==> src/rtl/axis_bayer_frame_ctl_if.sv <==
// axis_bayer_frame_ctl_if: AXI4-Stream pixel bus (tuser = SOF, tlast = EOL) with master/slave views
interface axis_bayer_frame_ctl_if #(parameter int C_PIXEL_WIDTH = 8);
  logic tvalid;
  logic [C_PIXEL_WIDTH-1:0] tdata;
  logic tuser;
  logic tlast;
  logic tready;
  modport master (output tvalid, tdata, tuser, tlast, input tready);
  modport slave (input tvalid, tdata, tuser, tlast, output tready);
endinterface

==> src/rtl/axis_bayer_frame_ctl.sv <==
// axis_bayer_frame_ctl: frame gate and bayer-phase latch ahead of the extractor; define AXIS_BAYER_CTL_SIZE_CHECK_EN for geometry errors and early-SOF restart
module axis_bayer_frame_ctl #(
  parameter int C_PIXEL_WIDTH = 8,
  parameter int C_IMG_WBITS = 12,
  parameter int C_IMG_HBITS = 12
) (
  input  logic clk,
  input  logic resetn,
  axis_bayer_frame_ctl_if.slave s_axis,
  axis_bayer_frame_ctl_if.master m_axis,
  input  logic [C_IMG_WBITS-1:0] cfg_width,
  input  logic [C_IMG_HBITS-1:0] cfg_height,
  input  logic cfg_col_odd,
  input  logic cfg_row_odd,
  input  logic cfg_oneshot,
  input  logic start,
  input  logic stop,
  output logic bayer_col_odd,
  output logic bayer_row_odd,
  output logic busy,
  output logic frame_done,
  output logic [15:0] frame_cnt,
  output logic err_width,
  output logic err_height
);
  typedef enum logic [1:0] {IDLE, WAIT_SOF, ACTIVE} state_t;
  state_t state, state_nxt;
  logic [C_IMG_WBITS-1:0] pix_cnt, pc;
  logic [C_IMG_HBITS-1:0] line_cnt, height_q, lc, h;
  logic stop_pend, sof_seen, acc, relatch, frame_end, run;
  assign acc = state == ACTIVE && s_axis.tvalid && m_axis.tready;
  assign run = state == IDLE && start && !stop;
`ifdef AXIS_BAYER_CTL_SIZE_CHECK_EN
  logic [C_IMG_WBITS-1:0] width_q, w;
  assign relatch = acc && s_axis.tuser;
  assign w = relatch ? cfg_width : width_q;
`else
  logic unused_cfg_width;
  assign relatch = acc && s_axis.tuser && !sof_seen;
  assign unused_cfg_width = ^cfg_width;
`endif
  assign pc = relatch ? C_IMG_WBITS'(1) : pix_cnt + C_IMG_WBITS'(1);
  assign lc = relatch ? '0 : line_cnt;
  assign h = relatch ? cfg_height : height_q;
  assign frame_end = acc && s_axis.tlast && lc == h - C_IMG_HBITS'(1);
  assign busy = state != IDLE;
  // state register
  always_ff @(posedge clk) state <= !resetn ? IDLE : state_nxt;
  // next state, stream gating and frame-end pulse
  always_comb begin
    state_nxt = state;
    s_axis.tready = 1'b0;
    m_axis.tvalid = 1'b0;
    m_axis.tdata = '0;
    m_axis.tuser = 1'b0;
    m_axis.tlast = 1'b0;
    frame_done = 1'b0;
    case (state)
      IDLE: state_nxt = run ? WAIT_SOF : IDLE;
      WAIT_SOF: begin
        s_axis.tready = !(s_axis.tvalid && s_axis.tuser);
        state_nxt = stop ? IDLE : s_axis.tvalid && s_axis.tuser ? ACTIVE : WAIT_SOF;
      end
      default: begin
        s_axis.tready = m_axis.tready;
        m_axis.tvalid = s_axis.tvalid;
        m_axis.tdata = s_axis.tdata;
        m_axis.tuser = s_axis.tuser;
        m_axis.tlast = s_axis.tlast;
        frame_done = frame_end;
        state_nxt = !frame_end ? ACTIVE : stop_pend || stop || cfg_oneshot ? IDLE : WAIT_SOF;
      end
    endcase
  end
  // SOF latch of phase/geometry, pixel/line counters, frame count and stop request
  always_ff @(posedge clk) begin
    if (!resetn) begin
      pix_cnt <= '0;
      line_cnt <= '0;
      height_q <= '0;
      bayer_col_odd <= 1'b0;
      bayer_row_odd <= 1'b0;
      frame_cnt <= '0;
      stop_pend <= 1'b0;
      sof_seen <= 1'b0;
    end else begin
      stop_pend <= run ? 1'b0 : stop_pend || (state == ACTIVE && stop);
      sof_seen <= state == ACTIVE && (sof_seen || acc);
      if (relatch) begin
        bayer_col_odd <= cfg_col_odd;
        bayer_row_odd <= cfg_row_odd;
        height_q <= cfg_height;
      end
      if (acc) begin
        pix_cnt <= s_axis.tlast ? '0 : pc;
        line_cnt <= s_axis.tlast ? lc + C_IMG_HBITS'(1) : lc;
      end
      if (frame_end) frame_cnt <= frame_cnt + 16'd1;
    end
  end
`ifdef AXIS_BAYER_CTL_SIZE_CHECK_EN
  // sticky geometry errors, cleared when a new run starts
  always_ff @(posedge clk) begin
    if (!resetn) begin
      width_q <= '0;
      err_width <= 1'b0;
      err_height <= 1'b0;
    end else begin
      if (relatch) width_q <= cfg_width;
      err_width <= !run && (err_width || (acc && s_axis.tlast && pc != w));
      err_height <= !run && (err_height || (relatch && sof_seen));
    end
  end
`else
  assign err_width = 1'b0;
  assign err_height = 1'b0;
`endif
endmodule

==> src/flat_wrapper.sv <==
// flat-port wrapper written by rule: the top's interface ports become plain ports
module axis_bayer_frame_ctl_flat 
#(
  parameter int C_PIXEL_WIDTH = 8,
  parameter int C_IMG_WBITS = 12,
  parameter int C_IMG_HBITS = 12
)
  (clk, resetn, cfg_width, cfg_height, cfg_col_odd, cfg_row_odd, cfg_oneshot, start, stop, bayer_col_odd, bayer_row_odd, busy, frame_done, frame_cnt, err_width, err_height, s_axis_tvalid, s_axis_tdata, s_axis_tuser, s_axis_tlast, s_axis_tready, m_axis_tvalid, m_axis_tdata, m_axis_tuser, m_axis_tlast, m_axis_tready);
  axis_bayer_frame_ctl_if #(.C_PIXEL_WIDTH(C_PIXEL_WIDTH)) s_axis_i ();
  axis_bayer_frame_ctl_if #(.C_PIXEL_WIDTH(C_PIXEL_WIDTH)) m_axis_i ();
  input  logic clk;
  input  logic resetn;
  input  logic [C_IMG_WBITS-1:0] cfg_width;
  input  logic [C_IMG_HBITS-1:0] cfg_height;
  input  logic cfg_col_odd;
  input  logic cfg_row_odd;
  input  logic cfg_oneshot;
  input  logic start;
  input  logic stop;
  output logic bayer_col_odd;
  output logic bayer_row_odd;
  output logic busy;
  output logic frame_done;
  output logic [15:0] frame_cnt;
  output logic err_width;
  output logic err_height;
  input wire logic [$bits(s_axis_i.tvalid)-1:0] s_axis_tvalid;
  input wire logic [$bits(s_axis_i.tdata)-1:0] s_axis_tdata;
  input wire logic [$bits(s_axis_i.tuser)-1:0] s_axis_tuser;
  input wire logic [$bits(s_axis_i.tlast)-1:0] s_axis_tlast;
  output wire logic [$bits(s_axis_i.tready)-1:0] s_axis_tready;
  output wire logic [$bits(m_axis_i.tvalid)-1:0] m_axis_tvalid;
  output wire logic [$bits(m_axis_i.tdata)-1:0] m_axis_tdata;
  output wire logic [$bits(m_axis_i.tuser)-1:0] m_axis_tuser;
  output wire logic [$bits(m_axis_i.tlast)-1:0] m_axis_tlast;
  input wire logic [$bits(m_axis_i.tready)-1:0] m_axis_tready;
  assign s_axis_i.tvalid = s_axis_tvalid;
  assign s_axis_i.tdata = s_axis_tdata;
  assign s_axis_i.tuser = s_axis_tuser;
  assign s_axis_i.tlast = s_axis_tlast;
  assign s_axis_tready = s_axis_i.tready;
  assign m_axis_tvalid = m_axis_i.tvalid;
  assign m_axis_tdata = m_axis_i.tdata;
  assign m_axis_tuser = m_axis_i.tuser;
  assign m_axis_tlast = m_axis_i.tlast;
  assign m_axis_i.tready = m_axis_tready;
  axis_bayer_frame_ctl #(.C_PIXEL_WIDTH(C_PIXEL_WIDTH), .C_IMG_WBITS(C_IMG_WBITS), .C_IMG_HBITS(C_IMG_HBITS)) u_core (.clk(clk), .resetn(resetn), .s_axis(s_axis_i), .m_axis(m_axis_i), .cfg_width(cfg_width), .cfg_height(cfg_height), .cfg_col_odd(cfg_col_odd), .cfg_row_odd(cfg_row_odd), .cfg_oneshot(cfg_oneshot), .start(start), .stop(stop), .bayer_col_odd(bayer_col_odd), .bayer_row_odd(bayer_row_odd), .busy(busy), .frame_done(frame_done), .frame_cnt(frame_cnt), .err_width(err_width), .err_height(err_height));
endmodule
==> config.mk <==
export PLATFORM = sky130hd
export DESIGN_NAME = axis_bayer_frame_ctl_flat
export DESIGN_NICKNAME = d
export VERILOG_FILES = /design/src/rtl/axis_bayer_frame_ctl_if.sv /design/src/rtl/axis_bayer_frame_ctl.sv /design/src/flat_wrapper.sv
export SDC_FILE = /design/constraint.sdc
export NUM_CORES = 1
export LEC_CHECK = 0
export BUFFER_PORTS_ARGS = -buffer_cell sky130_fd_sc_hd__buf_2
export CAP_MARGIN = 15
export CORE_ASPECT_RATIO = 0.6
export CORE_MARGIN = 2
export CORE_UTILIZATION = 55
export CTS_BUF_LIST = sky130_fd_sc_hd__clkbuf_2 sky130_fd_sc_hd__clkbuf_4 sky130_fd_sc_hd__clkbuf_8
export CTS_CLUSTER_SIZE = 14
export DETAILED_ROUTE_END_ITERATION = 7
export PLACE_DENSITY = 0.8
export SKIP_LAST_GASP = 1
export SYNTH_ARGS = -nofsm -noshare
export SYNTH_HDL_FRONTEND = slang
export SYNTH_SLANG_ARGS = --single-unit
==> constraint.sdc <==
create_clock -name clk -period 7.97 [get_ports clk]
set_input_delay 2.391 -clock clk [delete_from_list [all_inputs] [get_ports clk]]
set_output_delay 2.391 -clock clk [all_outputs]
set_load 0.01 [all_outputs]
## Yosys cells after proc, flatten, opt, wreduce, memory -nomap -nowiden

Index checks and enable logic that the tools add are counted.

- Bits in registers: 46
- Bits of input ports: 43
- Output and inout bits: 34
- Word-level logic and storage cells: 52

- Bitwise operators: 1
- Mux-type cells: 15
- Add/subtract/negate cells: 3
- Reductions and logical operators: 22
- Equal/unequal tests: 3

Operators with widths:

| operator | number |
|---|---|
| $mux 12 | 3 |
| $add 16x1->16 const B | 1 |
| $add 12x1->12 const B | 1 |
| $eq 12x12->1 | 1 |
| $sub 12x1->12 const B | 1 |
| $logic_and 1x1->1 | 11 |
| $mux 8 | 1 |
| $mux 1 | 6 |
| $mux 2 | 3 |
| $logic_or 1x1->1 | 4 |
| $pmux 2 s2 | 1 |
| $reduce_or 2->1 | 2 |
| $logic_not 1->1 | 3 |
| $eq 2x1->1 const B | 1 |
| $eq 2x2->1 const B | 1 |
| $logic_not 2->1 | 1 |
| $pmux 1 s2 | 1 |
| $reduce_bool 2->1 | 1 |
| $not 1->1 | 1 |

## Logic depth before layout (Yosys ltp)

Gate-level depths: netlist of the first run.

- Depth after elaboration: 11
- Mapped depth: 14

## Least setup slack after synthesis of the first run

OpenSTA, ideal clock, no wires.

- Kind: input port to output port
- Start point: in m_axis_tready
- End point: out frame_done
- Path buffers: 2
- Data required time: 5.579 ns
- Setup slack: 0.734 ns
- Data arrival time: 4.845 ns
- Stages: 11
- Path through: nand4b_2 -> nor2_1 -> buf_2 -> mux2i_1 -> ha_1 -> nor3b_2 -> xnor2_1 -> o41ai_1 -> nand2_1 -> buf_2 -> nor3_1

- Longest elaborated chain between the ends: 8

Ends and longest elaborated chain:

| element | line | source |
|---|---|---|
| start, declared | flat_wrapper.sv:36 | `input wire logic [$bits(m_axis_i.tready)-1:0] m_axis_tready;` |
| $logic_and 1x1->1 (*) | axis_bayer_frame_ctl.sv:31 | `assign acc = state == ACTIVE && s_axis.tvalid && m_axis.tready;` |
| $logic_and 1x1->1 (2 in series) | axis_bayer_frame_ctl.sv:39 | `assign relatch = acc && s_axis.tuser && !sof_seen;` |
| $mux 12 | axis_bayer_frame_ctl.sv:44 | `assign h = relatch ? cfg_height : height_q;` |
| $sub 12x1->12 | axis_bayer_frame_ctl.sv:45 | `assign frame_end = acc && s_axis.tlast && lc == h - C_IMG_HBITS'(1);` |
| $eq 12x12->1 | axis_bayer_frame_ctl.sv:45 |  |
| $logic_and 1x1->1 (*) | axis_bayer_frame_ctl.sv:45 |  |
| $mux 1 (*) | axis_bayer_frame_ctl.sv:58 | `case (state)` |
| end, declared | flat_wrapper.sv:23 | `output logic frame_done;` |

Every way passes the cells marked *; elsewhere a longest branch is shown, timed or not.

## Worst setup path in the final report of the first run

- Start point: in s_axis_tvalid
- End point: out frame_done

- Longest elaborated chain between the ends: 9

Ends and longest elaborated chain:

| element | line | source |
|---|---|---|
| start, declared | flat_wrapper.sv:27 | `input wire logic [$bits(s_axis_i.tvalid)-1:0] s_axis_tvalid;` |
| $logic_and 1x1->1 (*) (2 in series) | axis_bayer_frame_ctl.sv:31 |  |
| $logic_and 1x1->1 (2 in series) | axis_bayer_frame_ctl.sv:39 |  |
| $mux 12 | axis_bayer_frame_ctl.sv:44 |  |
| $sub 12x1->12 | axis_bayer_frame_ctl.sv:45 |  |
| $eq 12x12->1 | axis_bayer_frame_ctl.sv:45 |  |
| $logic_and 1x1->1 (*) | axis_bayer_frame_ctl.sv:45 |  |
| $mux 1 (*) | axis_bayer_frame_ctl.sv:58 |  |

Marks and branches as above.

==> flow_summary.toml, run 1 <==
[clocking]
ctsResizeCount = 0
clock_sinks = 46
clkLatencyLatePin_ns = 0.31
post_cts.repair.setup_buffers = 0
cts_tree = "done"
clockBufferDepth = 2
htreeDepth = 2
cts_buffers = 5
cts.clk_slew.worst_paths_ns = 0.09
cts_hold_buf = 0
root_buffer = "clkbuf_8"

[route]
drt-total-wl_mm = 7.66
viasPerCell = 5.81
wl_per_cell_um = 15.2
ant_nets = 0
remaining_drc_errors = 0
drt_iter0_drc = 157
vias = 2920
firstDrtPassIters = 4

[floorplanning]
dieWidth_um = 101
io_pins = 77
row_count = 21
die_y_um = 61.9
start_util_pct = 56.0
dieArea_um2 = 6230
core_area_um2 = 5490

[yosys]
synth_top_family_by_area = "simple AND/OR/NAND/NOR gates"
synth_seq_cells = 46
ys.warnings.count = 0
synthDistinctLibCells = 61
postSynth.asyncResetShare_pct = 0
yosys-top-cells-area = "dfxtp_1, nand2_1, mux2i_1"
syn_inst = 379
synthSimpleGateAreaFrac_pct = 37.0
synth_top_area_share_pct = 29.9
synth_xor_area_share_pct = 7.93
muxShareOfSynthArea_pct = 6.54
synth_ff_type = "dfxtp_1"
synth_seq_area_share_pct = 29.9
yosys.area_share.adder_pct = 1.22
synth_edf_count = 0
syn_area_um2 = 3080
synth_top_area_cell = "dfxtp_1"
synth_compound_area_share_pct = 12.5
synth.avg_cell_area_um2 = 8.12

[cells_and_area]
nNetsFinal = 479
final_util_pct = 64.2
design_area_um2 = 3520
syn_to_final_growth_pct = 14.5
antenna_cells = 0
drive_above_1_share_pct = 23.3
layout_common_cells = "buf_2, nand2_1, dfxtp_1, nand2b_1, mux2i_1"
final_common_cell = "buf_2"

[global_route]
grt_pass1_vias = 2445
grt_start_max_net_pins = 57
grt-busiest-layer = "met1"
grt_util_met3_pct = 4.36
grt_usage_pct = 24.9
use_met1_pct = 37.8
gr-total-overflow = 0
grt_pass1_wl_mm = 12.0
antenna_found_initial = 0
use_met2_pct = 36.2

[setup_path]
crit_path_start_kind = "input pin"
crit_arrival_ns = 5.18
worstSetupEndpointType = "primary output"
rr_worst_depth = 11
ff2ff_setup_slack_ns = 3.42
cpMostUsedCell = "buf_2"
max_stage_delay_ns = 0.39
r2r-end = "u_core.frame_cnt[2]"
crit_end = "frame_done"
startpoint = "s_axis_tvalid"
critical_path_class = "input pin to primary output"
crit_path_top_delay_cell = "nor2_1"
crit_chain = "buf_2, nand4b_2, nor2_1, mux2i_1, ha_1, nor4b_1, nand4_1, a22oi_1, xor2_2, nand3_1, nor3_1, buf_2"
worstPathMaxFanout = 6
worstPathRequired_ns = 5.58
r2r_start = "u_core.state[1]"

[sta]
max_slew_margin_pct = 37.0
maxSlewViolCount = 0
worst_slew_pin_slew_ns = 0.943
hold_viol_final = 0
fin_crit_sh_pct = 95.0
rsz0062_at_grt = "no"
tns_ns = 0
period_needed_ns = 7.57
holdWs_ns = 0.467
setup_viol = 0
clock_skew_ns = 0.00914
max_freq_mhz = 132

[outcome]
status = "completed"

[hold_path]
hold_class = "flop to flop"

[power]
power_density_nw_per_um2 = 127
peakVddDrop_uv = 66.2
p_leak_nw = 1.37
total_power_mw = 0.446

[placement]
numPortBuffers = 62
dpl_cell_area_um2 = 3410
dp_hpwl_mm = 5.68
gp_congestion = 0.945

[run]
drv_cap = 0
critical path: cells and delay by family:
kind,cells,cell delay [ns]
AO/OA/AOI/OAI,1,0.34
XOR/XNOR,1,0.24
adder cells (fa/ha/maj),1,0.32
buffers and inverters,2,0.29
multiplexers,1,0.30
AND/OR/NAND/NOR,6,1.29
report_power, final:
group / total, mW / internal (mW) / switching, mW
registers: 0.231 / 0.230 / 0.000858
clock network: 0.182 / 0.0971 / 0.0852
logic: 0.0332 / 0.0135 / 0.0197
total: 0.446 / 0.341 / 0.106
synth_stat cells, types with 2 or more instances:
master,count
nor2b_1,5
and2_1,18
nand3_1,15
o21ai_0,15
mux2i_1,19
nand4_1,8
a21oi_1,8
nor4_2,10
nand2_1,61
clkbuf_1,11
or4_1,3
xor2_1,10
dfxtp_1,46
nand2b_1,19
nor4_1,5
and3_1,3
buf_2,6
buf_4,3
nor3_1,10
inv_1,7
buf_6,2
ha_1,3
nor4b_1,3
or3_1,5
xnor2_1,16
or2_2,2
nor2_1,15
a21boi_0,14
a211oi_1,5
state kept, by name, indices dropped and copies added (netlist names):
signal / flops
u_core.sof_seen: 1
u_core.state: 2
u_core.height_q: 12
u_core.bayer_row_odd: 1
u_core.bayer_col_odd: 1
u_core.line_cnt: 12
u_core.frame_cnt: 16
u_core.stop_pend: 1
per-stage QoR:
step,worst slack [ns],instances
after floorplan,0.734,380
final,0.398,503
after detailed placement,0.458,495
after global placement,0.497,495
after global routing,0.117,503
after CTS,0.429,503
routing by layer:
| metal | up-vias | wire length, um |
|---|---|---|
| met5 | - | 0 |
| met4 | 0 | 93 |
| met3 | 10 | 609 |
| met2 | 118 | 3160 |
| met1 | 1349 | 3790 |
| li1 | 1443 | - |
worst min path at each step:
stage / start / to / cells past startpoint
3_5_place_dp: u_core.bayer_col_odd / u_core.bayer_col_odd / 2
3_3_place_gp: u_core.bayer_row_odd / u_core.bayer_row_odd / 2
6_report: u_core.bayer_row_odd / u_core.bayer_row_odd / 2
4_1_cts: u_core.bayer_col_odd / u_core.bayer_col_odd / 2
5_1_grt: u_core.frame_cnt[15] / u_core.frame_cnt[15] / 2
2_1_floorplan: u_core.height_q[11] / u_core.height_q[11] / 2
layout make-up:
type / count / area, um^2
Clock buffer: 6 / 76.3
Tap cell: 69 / 86.3
Fill cell: 474 / 1970
Sequential cell: 46 / 921
Inverter: 7 / 26.3
Timing Repair Buffer: 69 / 363
Clock inverter: 2 / 37.5
Multi-Input combinational cell: 304 / 2010
kinds of logic (layout without fill, tap and decap cells):
| kind of cell | count (synthesis) | in the layout |
|---|---|---|
| compound gates | 57 | 57 |
| mux | 20 | 20 |
| simple gates | 195 | 195 |
| buf+inv | 30 | 84 |
| xor+xnor | 27 | 27 |
| fa+ha+maj | 3 | 3 |
| other cells | 1 | 2 |
| flops | 46 | 46 |
Note: power is estimated with default switching activity, not from simulation.
==> inputs of run 2 (changes only) <==
==> constraint.sdc (replaced) <==
create_clock -name clk -period 7.97 [get_ports clk]
set_input_delay 0.797 -clock clk [delete_from_list [all_inputs] [get_ports clk]]
set_output_delay 0.797 -clock clk [all_outputs]
set_load 0.01 [all_outputs]
==> run 2 against run 1 <==
Design area down 0.60%; via count fell by 0.58%; worst hold slack better by 0.0042 ns; largest power group unchanged; highest routed layer unchanged; critical path type is now flop to primary output; cell count shrank 1.2%; sequential power about the same; routed wire length fell by 0.57%; worst setup slack better by 2.4 ns; power rose by 6.6%; die area is the same.
==> flow_summary.toml, run 2 (synthesis gave the netlist of run 1 again) <==
[power]
peakVddDrop_uv = 64.8
p_leak_nw = 1.35
power_density_nw_per_um2 = 136

[sta]
tns_ns = 0
hold_viol_final = 0
max_slew_margin_pct = 37.8
period_needed_ns = 5.16
maxSlewViolCount = 0
worst_slew_pin_slew_ns = 0.930
fin_crit_sh_pct = 64.7
max_freq_mhz = 194
clock_skew_ns = 0.00773
setup_viol = 0
rsz0062_at_grt = "no"

[route]
drt_iter0_drc = 196
firstDrtPassIters = 4
ant_nets = 0
wl_per_cell_um = 15.3
viasPerCell = 5.84
drt-total-wl_mm = 7.61
remaining_drc_errors = 0
vias = 2903

[clocking]
cts_buffers = 5
clockBufferDepth = 2
clock_sinks = 46
clkLatencyLatePin_ns = 0.31
htreeDepth = 2
post_cts.repair.setup_buffers = 0
ctsResizeCount = 0
cts.clk_slew.worst_paths_ns = 0.09
cts_hold_buf = 0
root_buffer = "clkbuf_8"
cts_tree = "done"

[hold_path]
hold_class = "flop to flop"
min_from = "u_core.frame_cnt[15]"

[cells_and_area]
antenna_cells = 0
largestRegisters = "u_core.frame_cnt x16, u_core.height_q x12, u_core.line_cnt x12"
design_area_um2 = 3500
syn_to_final_growth_pct = 13.8
regMostFlops = "u_core.frame_cnt"
largest_reg_flops = 16
drive_above_1_share_pct = 22.2
layout_common_cells = "buf_2, nand2_1, dfxtp_1, nand2b_1, mux2i_1"
nNetsFinal = 473
final_common_cell = "buf_2"

[floorplanning]
start_util_pct = 56.0
dieWidth_um = 101
io_pins = 77
row_count = 21
dieArea_um2 = 6230
core_area_um2 = 5490
die_y_um = 61.9

[global_route]
antenna_found_initial = 0
gr-total-overflow = 0
grt_start_max_net_pins = 57
grt_usage_pct = 24.4
grt_pass1_wl_mm = 11.9
grt_pass1_vias = 2486

[setup_path]
critical_path_class = "flop to primary output"
startpoint = "u_core.state[1]"
worstPathRequired_ns = 7.17
crit_path_start_kind = "flop"
worstPathMaxFanout = 20
crit_arrival_ns = 4.36
worstSetupEndpointType = "primary output"
r2r_start = "u_core.state[1]"

[placement]
dp_hpwl_mm = 5.64
dpl_cell_area_um2 = 3370
numPortBuffers = 62
gp_congestion = 0.917

[run]
drv_cap = 0

[outcome]
status = "completed"
==> run 2: changes by cell type in the layout (fill, tap and decap cells not counted) <==
cell        previous run  this run
clkbuf_4               1         0
clkinvlp_4             1         0
bufinv_16              1         2
clkinv_4               0         1
buf_4                  7         1
==> run 2: worst paths after layout <==
| check | end | slack [ns] | cells past startpoint |
|---|---|---|---|
| setup / recovery | frame_done | 2.81 | 11 |
| hold / removal | u_core.frame_cnt[15] | 0.47 | 2 |
| setup reg to reg | u_core.frame_cnt[5] | 3.20 | 12 |
| hold reg to reg | u_core.frame_cnt[15] | 0.47 | 2 |
==> run 2: through the flow <==
step           std cells  power (mW)  hold slack, ns  worst slack, ns  util (%)
2_1_floorplan        380       0.254           0.455             3.92         -
3_3_place_gp         489       0.267           0.450             3.11      61.3
3_5_place_dp         489       0.268           0.456             3.10      61.3
4_1_cts              497       0.476           0.477             2.91      63.8
5_1_grt              497       0.486           0.487             2.46      63.8
6_report             497       0.476           0.472             2.81      63.8
==> run 2: critical path, cell delays in order (launching register included) <==
cell	delay (ns)
dfxtp_1	0.65
nand4b_2	0.34
nor2_1	0.17
buf_4	0.28
mux2i_1	0.30
ha_1	0.33
nor3b_2	0.42
xnor2_1	0.13
o41ai_1	0.34
nand2_1	0.57
nor3_1	0.32
buf_2	0.18
==> run 2: cell type report <==
class,instances,area [um^2]
clock buffer,5,68.8
clock inverter,3,68.8
fill,495,1990
inverter,7,26.3
multi-input combinational,304,2010
sequential,46,921
tap,69,86.3
timing repair buffer,63,318
==> run 2: power by group <==
| part | switching (mW) | internal (mW) |
|---|---|---|
| Clock | 0.0867 | 0.126 |
| Sequential | 0.000822 | 0.230 |
| Combinational | 0.0196 | 0.0129 |
| Total | 0.107 | 0.369 |
==> run 2: metal layers <==
metal  part of all wire, %  global-route usage, %  up-vias
met5                     0                      0        -
met4                  0.81                   6.07        0
met3                   8.4                   4.47        7
met2                    41                   36.7      131
met1                    50                   36.2     1341
li1                      -                      -     1424
